--- config.mk ---
export PLATFORM = sky130hd
export DESIGN_NAME = calc_control
export DESIGN_NICKNAME = d
export VERILOG_FILES = /design/src/rtl/calc_pkg.sv /design/src/rtl/calc_watchdog.sv /design/src/rtl/calc_control.sv
export SDC_FILE = /design/constraint.sdc
export NUM_CORES = 1
export LEC_CHECK = 0
export ABC_AREA = 1
export BUFFER_PORTS_ARGS = -buffer_cell sky130_fd_sc_hd__buf_2
export CORE_MARGIN = 2
export CORE_UTILIZATION = 55
export DETAILED_ROUTE_END_ITERATION = 8
export HOLD_SLACK_MARGIN = 0.02
export MAX_ROUTING_LAYER = met4
export PLACE_DENSITY = 0.77
export RECOVER_POWER = 50
export SLEW_MARGIN = 40
export SYNTH_ARGS = -nofsm -noshare
export SYNTH_HDL_FRONTEND = slang
export SYNTH_SLANG_ARGS = --single-unit
export TNS_END_PERCENT = 10
--- constraint.sdc ---
create_clock -name clock -period 1.5 [get_ports clock]
set_input_delay 0 -clock clock [delete_from_list [all_inputs] [get_ports clock]]
set_output_delay 0 -clock clock [all_outputs]
set_load 0.02 [all_outputs]
--- src/rtl/calc_pkg.sv ---
// calc_pkg: shared constants for the calculator keypad controller.
//   - keycode values, FSM state encoding, opsel encoding
//   - DIGMAX (digits per operand) and TIMEOUT (CALC watchdog limit)
//   - small keycode classification helpers
package calc_pkg;

  localparam logic [4:0] K_ADD = 5'h10;
  localparam logic [4:0] K_SUB = 5'h11;
  localparam logic [4:0] K_MUL = 5'h12;
  localparam logic [4:0] K_EQ  = 5'h13;
  localparam logic [4:0] K_BS  = 5'h14;
  localparam logic [4:0] K_CLR = 5'h15;

  localparam int DIGMAX  = 4;
  localparam int TIMEOUT = 255;

  typedef enum logic [2:0] {
    S_ENTRY1 = 3'd0,
    S_OPWAIT = 3'd1,
    S_ENTRY2 = 3'd2,
    S_CALC   = 3'd3,
    S_RESULT = 3'd4,
    S_ERROR  = 3'd5
  } state_t;

  typedef enum logic [1:0] {
    OP_ADD = 2'd0,
    OP_SUB = 2'd1,
    OP_MUL = 2'd2
  } opsel_t;

  // Hex digits occupy 0x00-0x0F, i.e. bit 4 clear.
  function automatic logic is_digit(input logic [4:0] k);
    return (k[4] == 1'b0);
  endfunction

  function automatic logic is_op(input logic [4:0] k);
    return (k == K_ADD) || (k == K_SUB) || (k == K_MUL);
  endfunction

endpackage

--- src/rtl/calc_watchdog.sv ---
// calc_watchdog: 8-bit cycle counter guarding the ALU handshake.
//   i_clock, i_reset : clock, async active-high reset
//   i_clr            : synchronous clear (priority over enable)
//   i_en             : count this cycle
//   o_expired        : high on the TIMEOUT-th enabled cycle since clear
module calc_watchdog
  import calc_pkg::*;
(
  input  logic i_clock,
  input  logic i_reset,
  input  logic i_clr,
  input  logic i_en,
  output logic o_expired
);

  logic [7:0] r_cnt;

  always_ff @(posedge i_clock or posedge i_reset) begin
    if (i_reset)    r_cnt <= '0;
    else if (i_clr) r_cnt <= '0;
    else if (i_en)  r_cnt <= r_cnt + 8'd1;
  end

  // Fires on the edge that completes the TIMEOUT-th counted cycle, so the
  // owner leaves its wait state exactly TIMEOUT cycles after entering it.
  assign o_expired = i_en && (r_cnt == 8'(TIMEOUT - 1));

endmodule

--- src/rtl/calc_control.sv ---
// calc_control: keypad-driven control FSM for a 4-digit hex calculator.
//   clock, reset     : clock, async active-high reset
//   keyvalid/keycode : one-cycle key strobe and its code
//   aludone          : ALU completion strobe (honoured only in CALC)
//   newhex/hexcode   : shift a digit into the current operand
//   newop, eq, BS, clr, alustart : one-cycle command pulses
//   opsel            : latched operation (0 add, 1 sub, 2 mul)
//   busy / err       : in CALC / in ERROR
// All pulses are registered: they appear one clock after the sampled input.
module calc_control
  import calc_pkg::*;
(
  input  logic       clock,
  input  logic       reset,
  input  logic       keyvalid,
  input  logic [4:0] keycode,
  input  logic       aludone,
  output logic       newhex,
  output logic [3:0] hexcode,
  output logic       newop,
  output logic       eq,
  output logic       BS,
  output logic       clr,
  output logic [1:0] opsel,
  output logic       alustart,
  output logic       busy,
  output logic       err
);

  state_t     r_state, w_state;
  logic [2:0] r_dcnt, w_dcnt;
  opsel_t     r_opsel, w_opsel;
  logic       r_newhex, w_newhex;
  logic [3:0] r_hexcode, w_hexcode;
  logic       r_newop, w_newop, r_eq, w_eq, r_bs, w_bs;
  logic       r_clr, w_clr, r_alustart, w_alustart;
  logic       w_wd_expired;

  wire w_digit = keyvalid && is_digit(keycode);
  wire w_op    = keyvalid && is_op(keycode);
  wire w_eqkey = keyvalid && (keycode == K_EQ);
  wire w_bskey = keyvalid && (keycode == K_BS);
  wire w_clear = keyvalid && (keycode == K_CLR);

  // Held clear outside CALC so every CALC visit starts from zero.
  calc_watchdog u_wd (
    .i_clock   (clock),
    .i_reset   (reset),
    .i_clr     (r_state != S_CALC),
    .i_en      (r_state == S_CALC),
    .o_expired (w_wd_expired)
  );

  always_ff @(posedge clock or posedge reset) begin
    if (reset) begin
      r_state    <= S_ENTRY1;
      r_dcnt     <= '0;
      r_opsel    <= OP_ADD;
      r_newhex   <= 1'b0;
      r_hexcode  <= '0;
      r_newop    <= 1'b0;
      r_eq       <= 1'b0;
      r_bs       <= 1'b0;
      r_clr      <= 1'b0;
      r_alustart <= 1'b0;
    end else begin
      r_state    <= w_state;
      r_dcnt     <= w_dcnt;
      r_opsel    <= w_opsel;
      r_newhex   <= w_newhex;
      r_hexcode  <= w_hexcode;
      r_newop    <= w_newop;
      r_eq       <= w_eq;
      r_bs       <= w_bs;
      r_clr      <= w_clr;
      r_alustart <= w_alustart;
    end
  end

  always_comb begin
    w_state    = r_state;
    w_dcnt     = r_dcnt;
    w_opsel    = r_opsel;
    w_newhex   = 1'b0;
    w_hexcode  = '0;
    w_newop    = 1'b0;
    w_eq       = 1'b0;
    w_bs       = 1'b0;
    w_clr      = 1'b0;
    w_alustart = 1'b0;

    // Clear overrides everything, including a pending aludone in CALC.
    if (w_clear) begin
      w_clr   = 1'b1;
      w_dcnt  = '0;
      w_opsel = OP_ADD;
      w_state = S_ENTRY1;
    end else begin
      case (r_state)
        S_ENTRY1, S_ENTRY2: begin
          if (w_digit && (r_dcnt < 3'(DIGMAX))) begin
            w_newhex  = 1'b1;
            w_hexcode = keycode[3:0];
            w_dcnt    = r_dcnt + 3'd1;
          end else if (w_bskey && (r_dcnt != '0)) begin
            w_bs   = 1'b1;
            w_dcnt = r_dcnt - 3'd1;
          end else if (w_op && (r_state == S_ENTRY1)) begin
            w_newop = 1'b1;
            w_opsel = opsel_t'(keycode[1:0]);
            w_dcnt  = '0;
            w_state = S_OPWAIT;
          end else if (w_eqkey && (r_state == S_ENTRY2)) begin
            w_alustart = 1'b1;
            w_state    = S_CALC;
          end
        end
        S_OPWAIT: begin
          if (w_digit) begin
            w_newhex  = 1'b1;
            w_hexcode = keycode[3:0];
            w_dcnt    = 3'd1;
            w_state   = S_ENTRY2;
          end else if (w_op) begin
            w_opsel = opsel_t'(keycode[1:0]);
          end
        end
        S_CALC: begin
          // aludone beats a coincident timeout.
          if (aludone) begin
            w_eq    = 1'b1;
            w_state = S_RESULT;
          end else if (w_wd_expired) begin
            w_state = S_ERROR;
          end
        end
        S_RESULT: begin
          if (w_op) begin
            w_newop = 1'b1;
            w_opsel = opsel_t'(keycode[1:0]);
            w_dcnt  = '0;
            w_state = S_OPWAIT;
          end else if (w_digit) begin
            // Starting a fresh V1: wipe the old result and shift in the digit.
            w_clr     = 1'b1;
            w_newhex  = 1'b1;
            w_hexcode = keycode[3:0];
            w_dcnt    = 3'd1;
            w_state   = S_ENTRY1;
          end
        end
        default: ; // S_ERROR: only clear escapes
      endcase
    end
  end

  assign newhex   = r_newhex;
  assign hexcode  = r_hexcode;
  assign newop    = r_newop;
  assign eq       = r_eq;
  assign BS       = r_bs;
  assign clr      = r_clr;
  assign opsel    = r_opsel;
  assign alustart = r_alustart;
  // Decoded straight from the state register, so still glitch-free and
  // reset to 0 asynchronously with it.
  assign busy     = (r_state == S_CALC);
  assign err      = (r_state == S_ERROR);

endmodule

==> run metrics, run 1 <==
WHS Endpoint alustart; clk buf depth 2; clk_lat worst skew 0.33 ns; Bufs and invs on worst path 2; cells along the critical path nor2_2 > nand2_2 > nand2_2 > nand2_2 > inv_2 > nand3_2 > nand2_1 > clkinv_2 > nand3_1 > nand2_1; post-synthesis sequential area ratio between 40% and 50%; Core ar. 2710 um2; routed len/inst 12.2 um; cts bufs inserted 3; Max-slew headroom a little under 60%; CTS tree done; first-pass GRT wire length 5520 um; Final Cell Area 1890 um2; Worst Clk Skew about 0.012 ns; remaining global-route overflow 0; Avg Inst Size Synth 7.90 um2; Fmax achieved 0.698 GHz; Critical Path Fanout Max 6; Cell Area, Placed 1720 um2; cell count after synthesis 196; Crit Path Category reg -> reg; syn_nets 210; max cap viols 0; largest net degree at the start of global routing 27; P_leak 1.04 nW; reg2reg end r_state[1]; Critical Path Start r_state[0]; Hold Crit Class in -> reg; Post-synth EDFFs 0; PwrDens 1680 nW/um2; drt via density 5.30; Die Ht 57.1 um; share of cells above drive strength 1 30.0%; DRC viols 0; final std cells w/o fill ~270; Setup crit end kind flop; Place WS 0.0236 ns; synth top area cells dfrtp_1 (42%), nand2_1 (12%), nor2_1 (5.6%); peak per-stage delay on the critical path 0.47 ns; Worst path depth 10; Final Hold Viols 0; Worst IR Drop VDD 1320 uV; DR iter-0 viols 46; reg2reg setup slack between 0.06 and 0.07 ns; CP startpoint kind flop; count of final setup violators 0; cells on worst reg2reg path 10; Worst Max-Slew Pin Slew around 0.64 ns; root buffer cell clkbuf_4; worst hold path cell count 3; Die ar. 3260 um2; clk sinks 26; Top FF cell, synth dfrtp_1; Arrival @ worst endpoint 1.67 ns; Layout Nets 252; initial antenna violation count 0; unrepaired setup endpoints after global routing true; Global Route Usage Sum 22.1%; fin crit share 95.4%; CP dominant cell by count nand2_2; drt pass-1 iters 4; DPL Wire Length 2470 um; Worst path top cell family by delay simple AND/OR/NAND/NOR gates; Area Overhead vs Synth 22.2%; final hold slack 0.0731 ns; starting density of the core 57.2%; row count 19; area of the mapped netlist 1550 um2; Seq cells post-synth 26; IO Count 23; hold path startpoint keycode[4]; Die Wd 57.1 um; status finished, final reports clean; Worst R2R Start r_state[0]; Slowest cell on crit path dfrtp_2; diode count 0; Setup TNS 0 ns; GPL Wtd Cong 0.839; fin worst setup slack 0.0683 ns; Clk pin slew, worst setup/hold paths around 0.15 ns; vias 1,421; CP required ~1.7 ns; dominant cell type by area after synthesis dfrtp_1; ys async rst share 100%; Slew Limit Fails 0; total routed wirelength about 3300 um; minimum clock period after layout 1.43 ns; Cell variety after synth 34; # port buffers 22; post-route ant nets 0; Synthesis Warnings 0; top cell type's share of synthesized area 42.0%; vias in the first global route roughly 1,300; placed insts 252; H-tree Lvls 1
cells in the mapped netlist (2+ instances only):
master and count:
nand2_1 50, nor3_1 3, nand2_2 7, a21oi_1 4, nor2_4 2, nand3_2 4, nand3b_1 2, nand4_1 3
inv_2 8, inv_1 18, nor2_1 23, o21ai_1 3, dfrtp_1 26, xnor2_1 2, nand2_4 4, ha_1 5
o21ai_0 2, nand3_1 14
layout by cell type (no fill, tap or decap), drive strengths merged:
cell / netlist / final
dfrtp: 26 / 26
ha: 5 / 5
or2: 1 / 1
and3: 1 / 1
clkinv: 3 / 3
clkbuf: 0 / 7
nand3: 19 / 19
o21a: 1 / 1
dlygate4sd3: 0 / 7
nor3b: 1 / 1
a21oi: 4 / 4
o21ai: 6 / 6
nor3: 3 / 3
nand4: 4 / 4
xnor2: 2 / 2
nor4: 2 / 2
bufinv: 0 / 1
o211ai: 1 / 1
xor2: 1 / 1
buf: 0 / 26
nor2: 26 / 26
nand2: 61 / 61
inv: 27 / 27
nand3b: 2 / 2
worst max path at each step:
stage                             to  slack, ns
after floorplan           r_state[0]       0.18
after global placement    r_state[0]       0.05
after detailed placement  r_state[1]       0.02
after CTS                 r_state[1]       0.03
after global routing      r_state[1]      -0.05
final                     r_state[1]       0.07
flip-flops by register name, indices dropped and copies added, names as in the netlist:
name and cells:
eq 1, r_state 3, newhex 1, opsel 2
u_wd.r_cnt 8, hexcode 4, clr 1, newop 1
BS 1, r_dcnt 3, alustart 1
worst reg2reg max path, stage by stage (launching register included):
cell	delay (ns)
dfrtp_2	0.47
nor2_2	0.16
nand2_2	0.09
nand2_2	0.09
nand2_2	0.06
inv_2	0.08
nand3_2	0.06
nand2_1	0.08
clkinv_2	0.09
nand3_1	0.10
nand2_1	0.06
layout make-up:
class | count | area, um2
fillers | 208 | 817
multi-input cells | 140 | 790
flip-flops and latches | 26 | 654
repair buffers | 37 | 234
inverters | 30 | 124
well taps | 31 | 38.8
clock inverters | 1 | 30.0
clock buffers | 3 | 22.5
repair_timing:
action / CTS / global route
endpoints found under the hold margin: 34 / 0
hold buffers: 7 / 0
gates resized for setup: 1 / 7
pin swaps: 0 / 1
setup endpoints to repair: 1 / 8
setup buffers: 0 / 5
stage by stage:
step,utilization [%],power (W)
after global placement,63.5,0.00254
after floorplan,-,0.00221
after CTS,68.1,0.00309
after detailed placement,63.5,0.00259
after global routing,69.9,0.00343
final,69.9,0.00318
cell families (layout without fill, tap and decap cells):
kind of cell | count (synthesis) | after routing | share of synthesized area (%)
simple gates | 120 | 120 | 40.0
buf+inv | 30 | 71 | 7.83
flops | 26 | 26 | 42.0
compound gates | 12 | 12 | 4.44
fa+ha+maj | 5 | 5 | 4.04
xor+xnor | 3 | 3 | 1.70
layer usage:
metal  part of all wire, %  global-route usage [%]  vias to the layer above
met4                   1.1                    8.64                        0
met1                    46                    29.9                      663
met3                   6.1                    3.40                        4
met5                     0                       -                        -
li1                      -                       -                      703
met2                    47                    33.7                       51
where the power goes:
group	leakage [nW]	internal (W)	switching, W	total, W
combinational	0.667	0.000614	0.00110	0.00171
sequential	0.347	0.000857	0.000118	0.000974
clock	0.0279	0.000270	0.000221	0.000491
total	1.04	0.00174	0.00143	0.00318
Power figures use the tool's default switching activity.
==> inputs of run 2 (changes only) <==
BUFFER_PORTS_ARGS = -buffer_cell sky130_fd_sc_hd__buf_4   (was -buffer_cell sky130_fd_sc_hd__buf_2)
CORE_UTILIZATION = 25   (was 55)
CTS_CLUSTER_SIZE = 28   (was default)
PLACE_DENSITY = default   (was 0.77)
==> run 2 against run 1 <==
Compared with the run above:
- non-clock buffer count is 2 lower
- power rose by 4.4%
- fmax grew 3.5%
- sequential share of layout area is 1.9 points lower
- utilization fell by 36 points
- die area rose by 110%
- combinational power about the same
- largest cell class unchanged
- clock skew shrank 0.0097 ns
- register-to-register slack better by 0.05 ns
==> run metrics, run 2 (synthesis gave the netlist of run 1 again) <==
grt met2 use 18.2% (-15 points); drt via density 4.35 (-18%); count of final setup violators 0 (unchanged); remaining global-route overflow 0 (unchanged); diode count 0 (unchanged); clk buf depth 2 (unchanged); clk sinks 26 (unchanged); Largest register FFs 8 (unchanged); Worst Clk Skew 0.00178 ns (-0.00974 ns); postcts setup bufs 0 (unchanged); P_leak 1.04 nW (-0.49%); Setup crit end kind flop; Die Ht 82.7 um (+45%); unrepaired setup endpoints after global routing true; starting density of the core 26.0% (-31 points); Logic pwr share 52.3% (-1.5 points); H-tree Lvls 1 (unchanged); final hold slack 0.0583 ns (-0.0148 ns); Die ar. 6840 um2 (+110%); Die Wd 82.7 um (+45%); Core ar. 5960 um2 (+120%); sw frac 43.4% (-1.8 points); status finished, final reports clean; met3 Use GR 2.28% (-1.1 points); minimum clock period after layout 1.38 ns (-0.0486 ns); Global Route Usage Sum 11.2% (-11 points); commonest non-fill, non-tap cell in the layout nand2_1; # port buffers 22 (unchanged); Final Cell Area 2000 um2 (+5.7%); CP required 1.68 ns (-0.06 ns); Crit Path Category reg -> reg; Most Used Layer, Global Route met2; Final Hold Viols 0 (unchanged); Layout Nets 250 (-0.79%); CTS tree done; Clk pin slew, worst setup/hold paths 0.09 ns (-0.06 ns); fin crit share 92.2% (-3.2 points); met1 Resource Use GR 13.5% (-16 points); Place WS 0.0942 ns (+0.0706 ns); Area Overhead vs Synth 29.2%; share of cells above drive strength 1 30.2% (+0.25 points); PwrDens 1660 nW/um2 (-1.3%); Cell Area, Placed 1850 um2 (+7.7%); fin worst setup slack 0.117 ns (+0.0486 ns); root buffer cell clkbuf_8; Critical Path Fanout Max 6 (unchanged); Slew Limit Fails 0 (unchanged); Max-slew headroom 57.0% (-0.64 points); cts bufs inserted 3 (unchanged); total routed wirelength 3340 um (+2.2%); Fmax achieved 0.723 GHz (+3.5%); reg2reg setup slack 0.12 ns (+0.05 ns); vias 1,350 (-5.0%); DRC viols 0 (unchanged); GPL Wtd Cong 0.870 (+3.7%); Worst IR Drop VDD 573 uV (-57%); routed len/inst 10.8 um (-12%); vias in the first global route 1,292 (-1.2%); fin util 33.6% (-36 points); IO Count 23 (unchanged); sequential power share 29.8% (-0.9 points); first-pass GRT wire length 5660 um (+2.5%); row count 28 (+9); fillers 652 (+210%); initial antenna violation count 0 (unchanged); Arrival @ worst endpoint 1.56 ns (-0.11 ns); Switching Power 0.00144 W (+0.18%); Worst Max-Slew Pin Slew 0.645 ns (+0.00966 ns); drt pass-1 iters 4 (unchanged); Reg with most FFs u_wd.r_cnt; post-route ant nets 0 (unchanged); most frequent cells in the layout nand2_1 (48), dfrtp_1 (23), buf_4 (22); largest net degree at the start of global routing 27 (unchanged); DPL Wire Length 2610 um (+5.6%); CP startpoint kind flop; DR iter-0 viols 84 (+83%); clk_lat worst skew 0.28 ns (-0.05 ns); Setup TNS 0 ns (unchanged); max cap viols 0 (unchanged); Hold Crit Class in -> reg; Int Pwr 0.00188 W (+7.8%); clock network fraction of design power 18.0% (+2.5 points)
==> run 2: what timing repair did <==
action                     in CTS  in global routing
hold buffers                    7                  0
hold endpoints to repair       34                  0
resized for setup               0                 11
setup endpoints to repair       0                  8
==> run 2: final timing paths <==
kind,from,endpoint,cells past startpoint
setup / recovery,r_state[0],opsel[0],9
hold / removal,keycode[1],alustart,3
setup reg to reg,r_state[0],opsel[0],9
hold reg to reg,u_wd.r_cnt[0],u_wd.r_cnt[0],1
max in group asynchronous,reset,r_state[2],4
min in group asynchronous,reset,hexcode[3],4
==> run 2: layout make-up <==
type	instances	area (um2)	share of cell area [%]
Inverter	30	124	6.19
Clock inverter	1	30.0	1.50
Timing Repair Buffer	35	263	13.1
Multi-Input combinational cell	140	795	39.7
Tap cell	75	93.8	4.69
Clock buffer	3	41.3	2.06
Sequential cell	26	654	32.7
==> run 2: worst max-delay path: stages (launching register included) <==
cell and delay, ns:
dfrtp_2 0.46, inv_1 0.09, nand2_1 0.08, nand2_2 0.09, nand2_1 0.10, nand2_2 0.10
o21a_1 0.13, nand3_2 0.09, nand2_1 0.07, o21ai_1 0.05
==> run 2: routing by layer <==
metal  up-vias  part of all wire [%]
li1        699                     -
met1       614                    47
met4         0                   1.7
met2        30                    47
met3         7                   4.3
met5         -                     0
==> run 2: per-stage QoR <==
step | instances | power, W
after global routing | 310 | 0.00360
after global placement | 299 | 0.00268
after CTS | 310 | 0.00332
after floorplan | 196 | 0.00221
after detailed placement | 299 | 0.00270
final | 310 | 0.00331
==> run 2: power by group through the flow <==
stage                     registers [W]  clock network, W  logic (W)
final                          0.000987          0.000595    0.00173
after CTS                      0.000971          0.000611    0.00174
after detailed placement       0.000984                 0    0.00171
after global placement         0.000978                 0    0.00170
after global routing            0.00101          0.000630    0.00196
after floorplan                 0.00105                 0    0.00116
==> inputs of run 3 (changes only) <==
clock period = 1.2 ns   (was 1.5 ns; I/O delays follow)
==> run 3 against run 2 <==
Compared with the run above:
- largest cell class unchanged
- wire length is 15% higher
- die area is the same
- utilization increased by 6.6 points
- largest power group unchanged
- first-iteration DRC count down 26%
- the flow now finishes with violations (setup timing)
==> run metrics, run 3 (synthesis gave the netlist of run 1 again) <==
drt via density 4.31 (-1.0%); root buffer cell clkbuf_8; drt pass-1 iters 4 (unchanged); diode count 0 (unchanged); Worst Max-Slew Pin Slew 0.647 ns (+0.00151 ns); minimum clock period after layout 1.38 ns (-0.00296 ns); Clk pin slew, worst setup/hold paths 0.10 ns (about the same); fin crit share 115% (+23 points); count of final setup violators 21 (+21); PwrDens 2120 nW/um2 (+28%); max cap viols 0 (unchanged); remaining global-route overflow 0 (unchanged); Setup TNS -1.94 ns (-1.94 ns); fin util 40.2% (+6.6 points); worst hold path cell count 3 (unchanged); Die Ht 82.7 um (unchanged); Setup crit end kind flop; Global Route Usage Sum 12.5% (+1.3 points); Multi-input gate area 908 um2 (+14%); Worst IR Drop VDD 791 uV (+38%); Critical Path Fanout Max 5 (-1); cells on worst reg2reg path 9 (unchanged); H-tree Lvls 1 (unchanged); DPL Wire Length 2760 um (+6.0%); largest net degree at the start of global routing 27 (unchanged); clk buf depth 2 (unchanged); CTS tree done; GPL Wtd Cong 0.866 (-0.51%); commonest non-fill, non-tap cell in the layout buf_4; clk sinks 26 (unchanged); first-pass GRT wire length 6350 um (+12%); routed len/inst 11.1 um (+3.4%); Worst Clk Skew 0.00636 ns (+0.00458 ns); Core ar. 5960 um2 (unchanged); Reg with most FFs u_wd.r_cnt; P_leak 1.24 nW (+20%); Fmax achieved 0.725 GHz (+0.21%); Die ar. 6840 um2 (unchanged); DRC viols 0 (unchanged); CP required 1.37 ns (-0.31 ns); Slew Limit Fails 0 (unchanged); share of cells above drive strength 1 48.3% (+18 points); row count 28 (unchanged); most frequent cells in the layout buf_4 (58), nand2_1 (39), dfrtp_1 (24); vias 1,483 (+9.9%); overall power 0.00508 W (+53%); Layout Nets 284 (+14%); # port buffers 22 (unchanged); Die Wd 82.7 um (unchanged); Crit Path Category reg -> reg; Largest register FFs 8 (unchanged); initial antenna violation count 0 (unchanged); total routed wirelength 3830 um (+15%); status finished, violations left; fillers 591 (-9.4%); starting density of the core 26.0% (unchanged); clk_lat worst skew 0.27 ns (about the same); unrepaired setup endpoints after global routing true; CP startpoint kind flop; fin worst setup slack -0.180 ns (-0.297 ns); failing checks setup timing; post-route ant nets 0 (unchanged); vias in the first global route 1,444 (+12%); cts bufs inserted 3 (unchanged); DR iter-0 viols 62 (-26%); Final Hold Viols 0 (unchanged); Reg area 653 um2 (-0.19%); IO Count 23 (unchanged); Max-slew headroom 56.9% (-0.10 points); Arrival @ worst endpoint 1.55 ns (about the same); Area Overhead vs Synth 54.6%; Hold Crit Class in -> reg
-- run 3: cell count changes in the layout (fill, tap and decap cells not counted), sizes merged --
| cell | previous run | this run |
|---|---|---|
| buf | 22 | 60 |
| clkbuf | 9 | 5 |
-- run 3: what timing repair did --
item / in CTS / in global routing
hold buffers: 7 / 0
setup endpoints to repair: 18 / 23
setup buffers: 5 / 2
resized for setup: 20 / 22
pin swaps: 14 / 9
endpoints found under the hold margin: 34 / 0
-- run 3: through the flow --
step                      hold WS [ns]  instances  area [um2]  setup slack, ns
final                           0.0426        344        2390           -0.180
after floorplan                 0.0400        196        1550           -0.117
after global placement          0.0801        326        2060           -0.230
after global routing            0.0535        344        2390           -0.304
after detailed placement        0.0911        326        2060           -0.240
after CTS                       0.0383        342        2290           -0.170
-- run 3: layout make-up --
type                       count  share of cell area, %
sequential                    26                   27.3
tap                           75                   3.92
multi-input combinational    140                   37.9
clock buffer                   3                   1.72
clock inverter                 1                   1.25
inverter                      30                   5.33
timing repair buffer          69                   22.6
-- run 3: path summary, 6_finish.rpt --
check,from,endpoint,slack (ns)
worst max-delay path,r_state[1],opsel[0],-0.18
worst min-delay path,keycode[0],alustart,0.04
worst max register to register,r_state[1],opsel[0],-0.18
worst min register to register,opsel[1],opsel[1],0.50
max in group asynchronous,reset,r_state[0],0.29
min in group asynchronous,reset,u_wd.r_cnt[5],0.46
-- run 3: metal layers --
metal / track usage [%] / vias up / part of all wire [%]
met5: - / - / 0
li1: - / 766 / -
met1: 15.1 / 687 / 44
met3: 1.63 / 4 / 3.9
met4: 4.43 / 0 / 1.0
met2: 21.4 / 26 / 51
-- run 3: worst max-delay path, stage by stage, from the launching register on --
cell     delay (ns)
dfrtp_2        0.47
inv_2          0.10
nand2_2        0.08
nand2_4        0.08
nand2_2        0.07
nand2_2        0.08
o21a_1         0.14
nand3_2        0.10
nand2_1        0.09
o21ai_1        0.06
-- run 3: where the power goes --
group          leakage [nW]  total, W  switching, W  internal, W
logic                 0.856   0.00312       0.00171      0.00141
registers             0.348   0.00122      0.000148      0.00107
clock network        0.0357  0.000739      0.000292     0.000446
total                  1.24   0.00508       0.00215      0.00293
